===== src/rtl/data_write_pack.sv =====
// Byte-to-word packer: gathers three bytes into an 18-bit word and presents it with a write address.
// Optional padding-bit check is enabled by defining DATA_WRITE_PACK_PAD_CHECK_EN.
module data_write_pack #(
  parameter int ADDR_WIDTH = 10,
  parameter int START_ADDR = 0
) (
  input  logic                  clk,
  input  logic                  rst_n,
  input  logic                  byteValid,
  input  logic [7:0]            byteIn,
  output logic                  byteReady,
  input  logic                  flush,
  output logic                  wordValid,
  input  logic                  wordReady,
  output logic [17:0]           dataOut,
  output logic [ADDR_WIDTH-1:0] writeAddr,
  output logic [1:0]            byteCycle,
  output logic                  addrWrap,
  output logic                  padError
);

  typedef enum logic [1:0] {BYTE0 = 2'd0, BYTE1 = 2'd1, BYTE2 = 2'd2} cycle_t;

  cycle_t                  state_reg, state_next;
  logic [15:0]             partial_reg;
  logic                    word_valid_reg, word_valid_next;
  logic [17:0]             data_out_reg;
  logic [ADDR_WIDTH-1:0]   write_addr_reg;
  logic                    addr_wrap_reg;
  logic                    accept, word_done, transfer;

  assign accept    = byteValid && byteReady;
  assign word_done = accept && (state_reg == BYTE2);
  assign transfer  = word_valid_reg && wordReady;

  // State register
  always_ff @(posedge clk or negedge rst_n) begin
    if (!rst_n) state_reg <= BYTE0;
    else        state_reg <= state_next;
  end

  // Next-state logic: flush wins and never coincides with an accept
  always_comb begin
    state_next = state_reg;
    if (flush) begin
      state_next = BYTE0;
    end else if (accept) begin
      case (state_reg)
        BYTE0:   state_next = BYTE1;
        BYTE1:   state_next = BYTE2;
        default: state_next = BYTE0;
      endcase
    end
  end

  // Output logic: the last byte needs a free (or freeing) output register
  always_comb begin
    byteReady = 1'b0;
    if (!flush) begin
      if (state_reg == BYTE2) byteReady = !word_valid_reg || wordReady;
      else                    byteReady = 1'b1;
    end
  end

  assign byteCycle = state_reg;

  generate
    for (genvar gi = 0; gi < 2; gi++) begin : g_lane
      always_ff @(posedge clk or negedge rst_n) begin
        if (!rst_n)
          partial_reg[gi*8 +: 8] <= 8'h00;
        else if (flush)
          partial_reg[gi*8 +: 8] <= 8'h00;
        else if (accept && (state_reg == cycle_t'(gi)))
          partial_reg[gi*8 +: 8] <= byteIn;
      end
    end
  endgenerate

  // A completing word overrides a transfer so the output register refills without a bubble
  always_comb begin
    word_valid_next = word_valid_reg;
    if (word_done)     word_valid_next = 1'b1;
    else if (transfer) word_valid_next = 1'b0;
  end

  always_ff @(posedge clk or negedge rst_n) begin
    if (!rst_n) begin
      word_valid_reg <= 1'b0;
      data_out_reg   <= 18'h0;
      write_addr_reg <= ADDR_WIDTH'(START_ADDR);
      addr_wrap_reg  <= 1'b0;
    end else begin
      word_valid_reg <= word_valid_next;
      addr_wrap_reg  <= transfer && (write_addr_reg == {ADDR_WIDTH{1'b1}});
      if (word_done) data_out_reg <= {byteIn[7:6], partial_reg};
      if (transfer)  write_addr_reg <= write_addr_reg + 1'b1;
    end
  end

  assign wordValid = word_valid_reg;
  assign dataOut   = data_out_reg;
  assign writeAddr = write_addr_reg;
  assign addrWrap  = addr_wrap_reg;

`ifdef DATA_WRITE_PACK_PAD_CHECK_EN
  logic pad_error_reg;

  always_ff @(posedge clk or negedge rst_n) begin
    if (!rst_n)                         pad_error_reg <= 1'b0;
    else if (word_done && |byteIn[5:0]) pad_error_reg <= 1'b1;
  end

  assign padError = pad_error_reg;
`else
  logic unused_pad_bits;
  assign unused_pad_bits = ^byteIn[5:0];
  assign padError = 1'b0;
`endif

endmodule


===== config.mk =====
export PLATFORM = sky130hd
export DESIGN_NAME = data_write_pack
export DESIGN_NICKNAME = d
export VERILOG_FILES = /design/src/rtl/data_write_pack.sv
export SDC_FILE = /design/constraint.sdc
export NUM_CORES = 1
export LEC_CHECK = 0
export ABC_AREA = 1
export CORE_UTILIZATION = 50
export CTS_BUF_LIST = sky130_fd_sc_hd__clkbuf_16
export DETAILED_ROUTE_END_ITERATION = 16
export DONT_BUFFER_PORTS = 1
export PLACE_DENSITY = 0.64
export SLEW_MARGIN = 20
export SYNTH_ARGS = -nofsm -noshare
export SYNTH_HDL_FRONTEND = slang
export SYNTH_SLANG_ARGS = --single-unit

===== constraint.sdc =====
create_clock -name clk -period 3.02 [get_ports clk]
set_input_delay 0.453 -clock clk [delete_from_list [all_inputs] [get_ports clk]]
set_output_delay 0.453 -clock clk [all_outputs]
set_load 0.03 [all_outputs]

# Word level (Yosys, flattened, before mapping)
# Cells that the tools add are included.
[word_totals]
register_bits = 48
input_bits = 13
output_inout_bits = 34
elab_cells = 35
[classes]
add_sub_neg = 1
n_eq_ne = 3
muxes = 11
n_reduce_logical = 13
[ops]
columns = ["operator", "n"]
rows = [
  ["$mux 8", 4],
  ["$add 10x1->10 const B", 1],
  ["$eq 10x10->1 const B", 1],
  ["$reduce_bool 2->1", 4],
  ["$logic_and 1x1->1", 6],
  ["$mux 1", 4],
  ["$mux 2", 2],
  ["$pmux 2 s2", 1],
  ["$eq 2x1->1 const B", 1],
  ["$eq 2x2->1 const B", 1],
  ["$logic_not 2->1", 1],
  ["$logic_not 1->1", 1],
  ["$logic_or 1x1->1", 1],
]

# Longest topological paths before layout
[logic_depth]
depth_word = 8
ltp_mapped = 7

# Worst setup path after synthesis
# OpenSTA, ideal clock, no wires.
[synth_path]
path_kind = "flip-flop to output port"
start = "reg state_reg[0], in the netlist byteCycle[0]"
end = "out byteReady"
arrival_ns = 1.196
required_time_ns = 2.567
setup_slack_ns = 1.371
path_stages_with_launch = 3
path_buffers = 0
cell_sequence = "dfrtp_1 > nor2_4 > a21oi_1"
[synth_between]
elab_chain_len = 3
[synth_rtl]
columns = ["item", "line", "text"]
rows = [
  ["start: declaration", "24", "cycle_t state_reg, state_next;"],
  ["start signal: assignment", "39", "else state_reg <= state_next;"],
  ["$eq 2x2->1", "60", "if (state_reg == BYTE2) byteReady = !word_valid_reg || wordReady;"],
  ["$mux 1", "60", ""],
  ["$mux 1", "59", "if (!flush) begin"],
  ["end: declaration", "11", "output logic byteReady,"],
]
# No other way between the ends.

# Worst setup path in the final report
# Same ends and word-level chain as after synthesis.

==> run summary <==
Yosys cell types: 26
Worst Path Buf+Inv: 0
share of layout cells above drive strength 1: 27.7%
global router's overall resource usage: 18.4%
maximum vdd drop: 0.000349 V
synthesized flop and latch total: 48
Core Area: 4120 sq um
Syn Nets: 232
Critical Path Sink Type: primary output
r2r endpoint: dataOut[4]
Crit path largest cell delay: 0.65 ns
most frequent cells in the layout: dfrtp_1 (48), nand2_1 (39), inv_1 (32), o21ai_2 (26), nand2_2 (15)
Die Y: 68.3 microns
FMAX: 489 MHz
Least-Margin Pin Slew: 0.705 ns
vias in the first global route: 1293
CTS tree: yes
routed len/inst: 13.6 microns
Die W: 68.3 microns
Pwr Total: 0.00177 W
status: complete, no violations
Critical R2R Launch: byteCycle[1]
Post-Syn Area per Cell: 10.1 sq um
register area share after synthesis: 54.7%
antenna viol nets, final: 0
number of flip-flops in the largest register: 18
worst min path class: primary input to async pin
# diodes: 0
Fin Setup TNS: 0 ns
Ports: 47
Max H-tree Level: 2
row cnt: 23
final-report setup violation count: 0
Final Hold Violating Endpoints: 0
instance count on the critical path: 2
largest net degree at the start of global routing: 49
max-cap viol count: 0
final wirelength: 3680 microns
Cells after Synth: 218
RSZ-0062 raised after global routing: no
Clk Tree Root Cell: clkbuf_16
cts bufs inserted: 5
area grow syn2layout: 8.31%
initial antenna violation count: 0
clock insertion delay at the later pin of the skew report: 0.29 ns
minimum clock period: 2.04 ns
Lkg Pwr: 1.17 nW
Design Area, Final: 2380 sq um
hold slack: 0.00338 ns
quantity of I/O buffers inserted on ports: 0
Startpoint Class: flop
CP arrival: 1.59 ns
clk_skew: 0.00437 ns
Die Area: 4660 sq um
Critical Path RT: 2.57 ns
Power Density: 745 nW/um^2
Vias: 1349
Clk pin slew, worst setup/hold paths: 0.07 ns
Cell Chain, Critical Path: nor2_4, a21oi_1
crit-path max FO: 5
Remaining Overflow, GRT: 0
Starting Density: 53.4%
post-cts repair resize count: 0
netlist area before placement: 2200 sq um
CP delay by family, top: flip-flops
post-CTS setup buffers: 0
kind of critical path: flop to primary output
1st-iter DRT viols: 42
Slowest-stage cell, CP: dfrtp_1
first drt pass iteration count: 4
Via density: 5.00
Clock Sinks: 48
first-pass GRT wire length: 6110 microns
R2R depth: 5
Slew HR: 52.9%
yosys warns: 0
Max clock buf depth: 2
DRC violations left: 0
detailed placement HPWL: 2560 microns
final slew viol count: 0
Final Net Count: 233
R2R Setup Slk: 1.19 ns
Final Cycle Share: 67.7%
commonest non-fill, non-tap cell in the layout: dfrtp_1
Area after DPL: 2180 sq um
Placer Congestion: 0.754
==> where the power goes <==
| part | switching [W] | internal, W |
|---|---|---|
| logic | 0.000112 | 0.0000832 |
| registers | 0.000219 | 0.000731 |
| clock network | 0.000235 | 0.000393 |
==> cell type report <==
class	count	area [sq um]
Fill cell	337	1740
Sequential cell	48	1200
Multi-Input combinational cell	127	774
Inverter	36	143
Clock buffer	5	125
Tap cell	50	62.6
Clock inverter	3	46.3
Timing Repair Buffer	1	27.5
==> cell families after synthesis <==
kind of cell             synth area share (%)
other                                   0.171
XOR/XNOR                                 2.79
flip-flops                               54.7
adder cells (fa/ha/maj)                 0.569
multiplexers                            0.512
AND/OR/NAND/NOR                          18.8
AO/OA/AOI/OAI                            12.4
buffers and inverters                    10.1
==> layer usage <==
layer  part of all wire [%]  GRT usage [%]  up-vias
li1                       -              -      675
met1                     49           24.2      630
met2                     44           27.5       37
met3                    6.2           6.83        7
met4                    1.7           7.03        0
met5                      0              0        -
==> Yosys cell counts, drive strengths merged <==
cell	count	share of area, %
xnor2	4	1.6
nor3	1	0.23
ha	1	0.57
a21oi	1	0.23
inv	36	6.5
dfrtp	48	55
xor2	3	1.2
mux2	1	0.51
o21ai	34	12
buf	7	3.6
nand3	7	1.6
nor2	14	2.8
conb	1	0.17
nand4	5	2.7
nand2	55	11
==> through the flow <==
| step | util (%) | cells | setup WS [ns] |
|---|---|---|---|
| CTS | 57.8 | 270 | 0.954 |
| finish | 57.8 | 270 | 0.976 |
| global placement | 53.0 | 261 | 1.23 |
| global route | 57.8 | 270 | 0.918 |
| floorplan | - | 218 | 1.37 |
| detailed placement | 53.0 | 261 | 1.19 |
==> how the worst max path moves through the flow <==
stage            startpoint         end  slack, ns
2_1_floorplan  byteCycle[0]   byteReady       1.37
3_5_place_dp   byteCycle[1]  dataOut[9]       1.19
4_1_cts        byteCycle[0]   byteReady       0.95
3_3_place_gp   byteCycle[1]  dataOut[5]       1.23
5_1_grt        byteCycle[0]   byteReady       0.92
6_report       byteCycle[0]   byteReady       0.98
==> what timing repair did <==
item | in CTS | in global routing
setup endpoints to repair | 0 | 0
hold buffers | 1 | 0
endpoints found under the hold margin | 48 | 0
Power figures use the tool's default switching activity.
